<file path="src/rtl/des_feistel_stage.sv">
// Two-stage pipelined DES Feistel round with ready/valid on both sides.
// Optional macro DES_LAST_ROUND_EN adds last_in and the unswapped round-16 output form.
module des_feistel_stage (
  input  logic        clk,
  input  logic        rst,
  input  logic        in_valid,
  output logic        in_ready,
  input  logic [31:0] l_in,
  input  logic [31:0] r_in,
  input  logic [47:0] key_in,
`ifdef DES_LAST_ROUND_EN
  input  logic        last_in,
`endif
  output logic        out_valid,
  input  logic        out_ready,
  output logic [31:0] l_out,
  output logic [31:0] r_out
);

  // Each S-box is 4 rows x 16 cols of nibbles, row-major, entry 0 in the top nibble.
  localparam logic [7:0][255:0] SBOX = {
    256'hE4D12FB83A6C5907_0F74E2D1A6CB9538_41E8D62BFC973A50_FC8249175B3EA06D,
    256'hF18E6B34972DC05A_3D47F28EC01A69B5_0E7BA4D158C6932F_D8A13F42B67C05E9,
    256'hA09E63F51DC7B428_D709346A285ECBF1_D6498F30B12C5AE7_1AD069874FE3B52C,
    256'h7DE3069A1285BC4F_D8B56F03472C1AE9_A690CB7DF13E5284_3F06A1D8945BC72E,
    256'h2C417AB6853FD0E9_EB2C47D150FA3986_421BAD78F9C5630E_B8C71E2D6F09A453,
    256'hC1AF92680D34E75B_AF427C9561DE0B38_9EF528C3704A1DB6_432C95FABE17608D,
    256'h4B2EF08D3C975A61_D0B7491AE35C2F86_14BDC37EAF680592_6BD814A7950FE23C,
    256'hD2846FB1A93E50C7_1FD8A374C56B0E92_7B419CE206ADF358_21E74A8DFC90356B
  };

  function automatic logic [47:0] expand(input logic [31:0] r);
    return {r[0], r[31:27], r[28:23], r[24:19], r[20:15],
            r[16:11], r[12:7], r[8:3], r[4:0], r[31]};
  endfunction

  function automatic logic [31:0] perm(input logic [31:0] s);
    return {s[16], s[25], s[12], s[11], s[3],  s[20], s[4],  s[15],
            s[31], s[17], s[9],  s[6],  s[27], s[14], s[1],  s[22],
            s[30], s[24], s[8],  s[18], s[0],  s[5],  s[29], s[23],
            s[13], s[19], s[2],  s[26], s[10], s[21], s[28], s[7]};
  endfunction

  // Row comes from the outer bits, column from the inner four.
  function automatic logic [3:0] sbox_lu(input logic [2:0] n, input logic [5:0] x);
    logic [255:0] tbl;
    logic [5:0]   ridx;
    tbl  = SBOX[~n];
    ridx = ~{x[5], x[0], x[4:1]};
    return tbl[{ridx, 2'b00} +: 4];
  endfunction

  logic        s1_valid_q;
  logic [47:0] x1_q;
  logic [31:0] l1_q, r1_q;
`ifdef DES_LAST_ROUND_EN
  logic        last1_q;
`endif
  logic        out_valid_q;
  logic [31:0] l_out_q, r_out_q;

  logic        s2_ready, accept, load_out;
  logic [7:0][3:0] sb;
  logic [31:0] f_d, l_out_d, r_out_d;

  assign s2_ready = !out_valid_q || out_ready;
  assign in_ready = !s1_valid_q || s2_ready;
  assign accept   = in_valid && in_ready;
  assign load_out = s1_valid_q && s2_ready;

  for (genvar g = 0; g < 8; g++) begin : g_sbox
    assign sb[7-g] = sbox_lu(3'(g), x1_q[47-6*g -: 6]);
  end

  assign f_d = l1_q ^ perm(sb);

  always_comb begin
    l_out_d = r1_q;
    r_out_d = f_d;
`ifdef DES_LAST_ROUND_EN
    if (last1_q) begin
      l_out_d = f_d;
      r_out_d = r1_q;
    end
`endif
  end

  always_ff @(posedge clk or posedge rst) begin
    if (rst) begin
      s1_valid_q <= 1'b0;
      x1_q       <= '0;
      l1_q       <= '0;
      r1_q       <= '0;
`ifdef DES_LAST_ROUND_EN
      last1_q    <= 1'b0;
`endif
    end else begin
      if (accept) begin
        x1_q    <= expand(r_in) ^ key_in;
        l1_q    <= l_in;
        r1_q    <= r_in;
`ifdef DES_LAST_ROUND_EN
        last1_q <= last_in;
`endif
      end
      s1_valid_q <= accept || (s1_valid_q && !s2_ready);
    end
  end

  always_ff @(posedge clk or posedge rst) begin
    if (rst) begin
      out_valid_q <= 1'b0;
      l_out_q     <= '0;
      r_out_q     <= '0;
    end else begin
      if (load_out) begin
        l_out_q <= l_out_d;
        r_out_q <= r_out_d;
      end
      out_valid_q <= load_out || (out_valid_q && !out_ready);
    end
  end

  assign out_valid = out_valid_q;
  assign l_out     = l_out_q;
  assign r_out     = r_out_q;

endmodule

</file>
<file path="config.mk">
export PLATFORM = sky130hd
export DESIGN_NAME = des_feistel_stage
export DESIGN_NICKNAME = d
export VERILOG_FILES = /design/src/rtl/des_feistel_stage.sv
export SDC_FILE = /design/constraint.sdc
export NUM_CORES = 1
export LEC_CHECK = 0
export ABC_AREA = 1
export CAP_MARGIN = 5
export CORE_AREA = 3 3 158 160
export DETAILED_ROUTE_END_ITERATION = 16
export DIE_AREA = 0 0 161 163
export PLACE_DENSITY = 0.77
export SYNTH_ARGS = -nofsm -noshare
export SYNTH_HDL_FRONTEND = slang
export SYNTH_SLANG_ARGS = --single-unit
</file>
<file path="constraint.sdc">
create_clock -name clk -period 7.2 [get_ports clk]
set_input_delay 2.16 -clock clk [delete_from_list [all_inputs] [get_ports clk]]
set_output_delay 2.16 -clock clk [all_outputs]
set_load 0.02 [all_outputs]
</file>
After elaboration in Yosys (flattened, before gate mapping)
Cells that the tools add are included.
W data, S select, Z words.
{"block": "classes", "bitwise": 10, "n_shift": 8, "n_reduce_logical": 12}
{"operator": "$shiftx A256 B9 Y4 const A", "count": 8}
{"operator": "$not A6 Y6", "count": 8}
{"operator": "$xor A48 B48 Y48", "count": 1}
{"operator": "$xor A32 B32 Y32", "count": 1}
{"operator": "$logic_and A1 B1 Y1", "count": 4}
{"operator": "$logic_not A1 Y1", "count": 4}
{"operator": "$logic_or A1 B1 Y1", "count": 4}
{"block": "word_totals", "reg_bits": 178, "inputBits": 116, "output_inout_bits": 66, "word_cells": 37}

Logic depth before layout (Yosys ltp)
Gate-level depths: netlist (run 1).
{"block": "depth", "word_depth": 5, "depth_mapped": 14, "ltp_nobuf": 14}

Least setup slack after synthesis (run 1)
No wires, ideal clock.
{"block": "synth_timing", "path_type": "input -> output", "startpoint": "input out_ready", "endpoint": "output in_ready", "slack_ns": 2.675, "arrival_ns": 2.365, "cell_stages": 2, "n_path_buf": 0, "t_required_ns": 5.040, "cell_sequence": "inv_1 > nand3_2"}
{"block": "synth_via", "elab_chain_len": 2}
{"element": "start: declaration", "line_no": "15", "source": "input logic out_ready,"}
{"element": "$logic_or A1 B1 Y1", "line_no": "66", "source": "assign s2_ready = !out_valid_q || out_ready;"}
{"element": "$logic_or A1 B1 Y1", "line_no": "67", "source": "assign in_ready = !s1_valid_q || s2_ready;"}
{"element": "end: declaration", "line_no": "7", "source": "output logic in_ready,"}
No other way between the ends.

Worst setup path in the final report (run 1)
Ends and elaborated chain as after synthesis.

==> impl_metrics.csv, run 1 <==
group,metric,value,unit
logic_synthesis,post_synth_most_frequent_cells,"sky130_fd_sc_hd__nand2_1, sky130_fd_sc_hd__nand3_1, sky130_fd_sc_hd__dfrtp_1",
die,initial_standard_cell_utilization_of_the_core,0.4992,
die,fp.coreArea,23540,um2
grt,antenna_violations_before_repair,0,
place,finalWeightedCongestion,0.9052,
cells_and_area,syn2layout_area_growth,20.22,%
timing,clock_skew,0.01650,ns
timing,final.min_clock_period,5.542,ns
logic_synthesis,fraction_of_synthesis_flops_using_an_asynchronous_set_or_reset_pin,1.000,
grt,grt_pass1_wl,51.41,mm
routing,firstDrtPassIters,5,
worst_setup_path,critical_path.reg2reg.startpoint,"x1_q[14]$_DFFE_PP0P_",
clock_tree,clk_latency,0.44,ns
die,total_die_area,26240,um2
die,row_count,56,
cells_and_area,num_antenna_cells,0,
clock_tree,cts_resized,0,
logic_synthesis,synth_nets,1835,
timing,final-max-slew-violation-count,0,
clock_tree,cts_setup_buffers,0,
clock_tree,clock_sink_count,178,
logic_synthesis,synth_area_leader_cell,"sky130_fd_sc_hd__dfrtp_1",
logic_synthesis,syn-instance-count,1657,
routing,drt-vias-per-instance,5.229,
logic_synthesis,syn_avg_cell_area,7.093,um2
timing,slew_headroom,0.3273,
worst_setup_path,reg2reg_slack,4.93,ns
place,dpl.hpwl,21.21,mm
timing,timing.setup.tns,0,ns
min_path,worst_hold_startpoint,"l_out_d[27]$_DFFE_PP0P_",
grt,groute.usage.overall,0.2348,
logic_synthesis,synth_sequential_area_ratio,0.3790,
clock_tree,clk_pin_slew,0.07,ns
min_path,hold-path-endpoint,"l_out[27]$_DFFE_PP0P_",
logic_synthesis,ys.warnings.count,0,
clock_tree,tritoncts_clock_tree,"done",
timing,fin_hold_ws,0.4711,ns
logic_synthesis,synth_cell_type_count,32,
min_path,worst_hold_path.num_cells,2,
pwr,irDropWorstVdd,0.0001381,V
worst_setup_path,worstPathRequired,5.04,ns
clock_tree,cts_max_level,4,
min_path,worst_hold_path_type,"reg2reg",
pwr,power.density_cell_area,273.8,nW/um2
logic_synthesis,synthMostInstantiatedCell,"sky130_fd_sc_hd__nand2_1",
run_status,status,"finished, final reports clean",
place,number_of_port_buffers,181,
die,chipHeight,163,um
die,floorplan.die.width,161,um
flow_run,max_cap_viols,0,
worst_setup_path,worst_ep_arrival_time,3.38,ns
routing,wl,30.41,mm
logic_synthesis,synth.cell_area,11750,um2
grt,first_global_vias,10320,
routing,vias,11060,
routing,postRouteAntennaNets,0,
clock_tree,tritoncts_buffer_count,17,
cells_and_area,drive_gt1_frac,0.04287,
worst_setup_path,setup.worst_path.end_class,"primary output",
logic_synthesis,netlist_top_cells_area,"sky130_fd_sc_hd__dfrtp_1, sky130_fd_sc_hd__nand2_1, sky130_fd_sc_hd__nand3_1, sky130_fd_sc_hd__o21ai_0, sky130_fd_sc_hd__ha_1",
timing,report.final.setup_viol,0,
logic_synthesis,synth_edf_count,0,
worst_setup_path,timing.reg2reg.worst_path_depth,10,
timing,tightestPinTransition,1.009,ns
clock_tree,clock_tree.buffer_depth,2,
grt,grt_overflow_total,0,
routing,drcViolationCount,0,
cells_and_area,fin_nets,1961,
worst_setup_path,critical_path_class,"in2out",
logic_synthesis,netlist.area_leader.share,0.3790,
timing,min_period_over_period,0.7697,
clock_tree,holdBufCountCts,0,
routing,post_drt_wl_per_cell,14.38,um
worst_setup_path,critPathMaxFanout,3,
timing,maxClockFrequency,180.4,MHz
logic_synthesis,most_instantiated_flip_flop_cell_in_the_synthesis_netlist,"sky130_fd_sc_hd__dfrtp_1",
logic_synthesis,yosys_register_bits,178,
timing,final_hold_viol_count,0,
timing,unrepaired_setup_endpoints_after_global_routing,"false",
routing,initialDrtViolationCount,839,
clock_tree,clock_tree.root_cell,"sky130_fd_sc_hd__clkbuf_16",
pwr,leakage,6.872,nW
worst_setup_path,crit_path_start_kind,"input port",
die,boundaryPins,182,
grt,grt_max_degree,141,
worst_setup_path,worst_r2r_endpoint,"r_out[28]$_DFFE_PP0P_",
[worst max path at each step]
stage                   start                   to  slack [ns]  depth (start not counted)
floorplan                 rst  l1_q[0]$_DFFE_PP0P_        0.21                          1
detailed placement  out_ready             in_ready        1.66                          4
CTS                 out_ready             in_ready        1.65                          4
global placement    out_ready             in_ready        1.67                          4
global route        out_ready             in_ready        1.60                          4
finish              out_ready             in_ready        1.66                          4
[stage by stage]
| stage | total power, W | instance area (um2) | worst slack (ns) | instances | utilization |
|---|---|---|---|---|---|
| 2_1_floorplan | 0.002463 | 11750 | 0.2097 | 1657 | - |
| 3_3_place_gp | 0.002951 | 13560 | 1.670 | 2083 | 0.5758 |
| 3_5_place_dp | 0.002966 | 13560 | 1.659 | 2083 | 0.5758 |
| 5_1_grt | 0.004166 | 14130 | 1.597 | 2115 | 0.6001 |
| 6_report | 0.003868 | 14130 | 1.658 | 2115 | 0.6001 |
| 4_1_cts | 0.003888 | 14130 | 1.654 | 2115 | 0.6001 |
[area by class of cell]
type                    count  area, um2
flip-flops and latches    178       4454
multi-input cells        1264       6330
inverters                 135      515.5
fillers                  2214       9414
well taps                 319      399.1
clock buffers              17      425.4
repair buffers            187       1857
clock inverters            15      147.6
[cell usage in the layout, fill, tap and decap left out, types with 4 or more instances in the layout]
cell type,synthesis,routed
sky130_fd_sc_hd__o21ai_1,17,17
sky130_fd_sc_hd__inv_2,16,15
sky130_fd_sc_hd__xnor2_1,50,50
sky130_fd_sc_hd__buf_4,13,6
sky130_fd_sc_hd__nor2_1,29,29
sky130_fd_sc_hd__a21oi_1,20,20
sky130_fd_sc_hd__inv_8,0,4
sky130_fd_sc_hd__ha_1,62,62
sky130_fd_sc_hd__clkdlybuf4s50_1,0,181
sky130_fd_sc_hd__dfrtp_1,178,178
sky130_fd_sc_hd__clkbuf_16,0,17
sky130_fd_sc_hd__nand2_1,617,616
sky130_fd_sc_hd__o211ai_1,33,33
sky130_fd_sc_hd__nand3_1,243,243
sky130_fd_sc_hd__inv_1,118,117
sky130_fd_sc_hd__o21ai_0,166,166
sky130_fd_sc_hd__clkinv_4,0,4
sky130_fd_sc_hd__nand2_2,8,7
[critical path: stages]
cell and delay, ns:
sky130_fd_sc_hd__clkdlybuf4s50_1 0.46, sky130_fd_sc_hd__inv_1 0.06, sky130_fd_sc_hd__nand3_2 0.09, sky130_fd_sc_hd__clkdlybuf4s50_1 0.61
[per-layer routing]
metal,global-route usage,wire length (um),up-vias
met4,0.06140,481,0
li1,-,-,5607
met2,0.3788,14260,308
met5,0,0,-
met3,0.03713,1592,34
met1,0.3321,14080,5110
[sequential cells by signal, summed over array words and instances (netlist names)]
signal      cells
l_out          32
r_out          32
x1_q           48
l1_q           32
s1_valid_q      1
out_valid       1
l_out_d        32
[logic make-up after synthesis]
family | after synthesis | synth area share
XOR/XNOR | 50 | 0.03726
adder cells (fa/ha/maj) | 62 | 0.06601
AND/OR/NAND/NOR | 908 | 0.3202
AO/OA/AOI/OAI | 244 | 0.1140
flip-flops | 178 | 0.3790
buffers and inverters | 215 | 0.08346
[power by group]
group | leakage [nW] | switching [W] | internal, W | total [W]
logic | 4.41 | 0.000911 | 0.000631 | 0.00154
clock network | 0.276 | 0.000450 | 0.000460 | 0.000910
registers | 2.18 | 0.000226 | 0.00119 | 0.00142
Power figures use the tool's default switching activity.
==> inputs of run 2 (changes only) <==
CORE_AREA = 3 3 151 153   (was 3 3 158 160)
DIE_AREA = 0 0 154 156   (was 0 0 161 163)
PLACE_DENSITY = 0.8   (was 0.77)
clock period = 5.75 ns   (was 7.2 ns; I/O delays follow)
==> impl_metrics.csv, run 2 (synthesis gave the netlist of run 1 again) <==
group,metric,value,unit
timing,clock_skew,0.01393,ns
place,number_of_port_buffers,181,
routing,firstDrtPassIters,5,
flow_run,max_cap_viols,0,
cells_and_area,layout_common_cells,"sky130_fd_sc_hd__nand2_1, sky130_fd_sc_hd__nand3_1, sky130_fd_sc_hd__clkdlybuf4s50_1",
worst_setup_path,timing.critical_path.cells,"clkdlybuf4s50_1 > inv_1 > nand3_2 > clkdlybuf4s50_1",
pwr,internal-power,0.002895,W
clock_tree,clock_sink_count,178,
routing,drcViolationCount,0,
worst_setup_path,timing.reg2reg.worst_path_depth,10,
timing,final_hold_viol_count,0,
pwr,switching_share,0.4039,
pwr,power.net_switching,0.001962,W
cells_and_area,final_cell_count_no_fill,2076,
pwr,leakage,6.882,nW
timing,final.min_clock_period,4.672,ns
timing,unrepaired_setup_endpoints_after_global_routing,"false",
timing,slew_headroom,0.3496,
clock_tree,cts_setup_buffers,0,
pwr,power.density_cell_area,344.5,nW/um2
worst_setup_path,critical_path.n_buffers_inverters,3,
worst_setup_path,worstPathRequired,4.03,ns
worst_setup_path,crit_slowest_cell,"sky130_fd_sc_hd__clkdlybuf4s50_1",
clock_tree,clock_tree.root_cell,"sky130_fd_sc_hd__clkbuf_16",
pwr,combPwrFrac,0.397,
timing,tightestPinTransition,0.9735,ns
place,finalWeightedCongestion,0.9522,
cells_and_area,multi_input_logic_area,6325,um2
die,boundaryPins,182,
worst_setup_path,critical_path_class,"in2out",
timing,layout_setup_ws,1.078,ns
timing,maxClockFrequency,214.1,MHz
min_path,worst_hold_path_type,"reg2reg",
place,pre_cts_slack,1.079,ns
place,place_inst,2045,
pwr,power_share_of_the_sequential_group,0.365,
routing,post_drt_wl_per_cell,14.35,um
grt,first_global_vias,10380,
routing,vias,11110,
grt,grt_overflow_total,0,
clock_tree,clk_pin_slew,0.07,ns
clock_tree,clk_latency,0.43,ns
min_path,worst_hold_startpoint,"l_out_d[24]$_DFFE_PP0P_",
timing,final-max-slew-violation-count,0,
worst_setup_path,setup.worst_path.end_class,"primary output",
place,dpl.hpwl,21.18,mm
cells_and_area,largest-register,"x1_q",
cells_and_area,largest_reg_flops,48,
grt,groute.usage.overall,0.2476,
worst_setup_path,timing.critical_path.slowest_cell_delay,0.61,ns
run_status,status,"finished, final reports clean",
cells_and_area,nFillCells,1867,
worst_setup_path,worst_r2r_endpoint,"r_out[28]$_DFFE_PP0P_",
clock_tree,cts_max_level,4,
die,row_count,54,
worst_setup_path,worst_ep_arrival_time,2.95,ns
worst_setup_path,critical_path.reg2reg.startpoint,"x1_q[14]$_DFFE_PP0P_",
timing,min_period_over_period,0.8125,
routing,postRouteAntennaNets,0,
worst_setup_path,timing.critical_path.max_delay_family,"buffers and inverters",
die,floorplan.die.width,154,um
clock_tree,holdBufCountCts,0,
routing,drt-vias-per-instance,5.352,
place,post_dp_cell_area,13530,um2
pwr,pwr-share-clk,0.237,
grt,antenna_violations_before_repair,0,
cells_and_area,mostFrequentLayoutCell,"sky130_fd_sc_hd__nand2_1",
clock_tree,tritoncts_buffer_count,17,
die,fp.coreArea,21690,um2
cells_and_area,num_antenna_cells,0,
cells_and_area,fin_nets,1962,
worst_setup_path,critPathMaxFanout,3,
worst_setup_path,crit_path_start_kind,"input port",
timing,report.final.setup_viol,0,
die,total_die_area,24020,um2
routing,initialDrtViolationCount,920,
cells_and_area,fin_area,14100,um2
min_path,worst_hold_path.num_cells,2,
worst_setup_path,path_common_cell,"sky130_fd_sc_hd__clkdlybuf4s50_1",
grt,grt_pass1_wl,50.25,mm
timing,timing.setup.tns,0,ns
cells_and_area,drive_gt1_frac,0.04287,
clock_tree,clock_tree.buffer_depth,2,
min_path,hold-path-endpoint,"l_out[24]$_DFFE_PP0P_",
grt,grt_max_degree,86,
die,chipHeight,156,um
clock_tree,cts_resized,0,
die,initial_standard_cell_utilization_of_the_core,0.5419,
worst_setup_path,reg2reg_slack,3.45,ns
routing,wl,29.79,mm
pwr,irDropWorstVdd,0.0001824,V
cells_and_area,sequential_cell_area,4454,um2
cells_and_area,syn2layout_area_growth,19.96,%
pwr,post-layout-total-power,0.004856,W
clock_tree,tritoncts_clock_tree,"done",
==> run 2: final cells by class <==
class                      count  share of cell area
inverter                     135             0.03630
clock buffer                  17             0.03017
sequential                   178              0.3159
tap                          280             0.02485
clock inverter                14             0.01012
multi-input combinational   1264              0.4486
timing repair buffer         188              0.1340
==> run 2: how the worst max path moves through the flow <==
stage                         start             endpoint  slack, ns  cells after the start
after detailed placement  out_ready             in_ready       1.08                      4
after global placement    out_ready             in_ready       1.08                      4
after CTS                 out_ready             in_ready       1.07                      4
after global routing      out_ready             in_ready       1.05                      4
after floorplan                 rst  l1_q[0]$_DFFE_PP0P_       1.74                      1
final                     out_ready             in_ready       1.08                      4
==> run 2: power groups by stage <==
stage	sequential [W]	combinational, W	clock [W]
2_1_floorplan	0.00182	0.00127	0
4_1_cts	0.00177	0.00193	0.00118
3_3_place_gp	0.00178	0.00189	0
3_5_place_dp	0.00179	0.00192	0
5_1_grt	0.00182	0.00219	0.00122
6_report	0.00177	0.00193	0.00115
==> run 2: layer usage <==
metal	part of all wire	wire length, um	vias to the layer above	track usage
met3	0.054	1600	45	0.03939
met2	0.47	13970	347	0.4004
met5	0	0	-	0
met1	0.46	13670	5110	0.3506
li1	-	-	5608	-
met4	0.019	554	0	0.06434
==> run 2: per-stage QoR <==
step | utilization | hold WS [ns]
floorplan | - | 0.4422
global placement | 0.6239 | 0.4479
detailed placement | 0.6239 | 0.4554
CTS | 0.6501 | 0.4739
global route | 0.6501 | 0.4908
finish | 0.6501 | 0.4744
==> run 2: tightest hold or removal path, stage by stage (launching register included) <==
cell,delay [ns]
sky130_fd_sc_hd__dfrtp_1,0.35
sky130_fd_sc_hd__nand2_1,0.05
sky130_fd_sc_hd__nand2_1,0.05
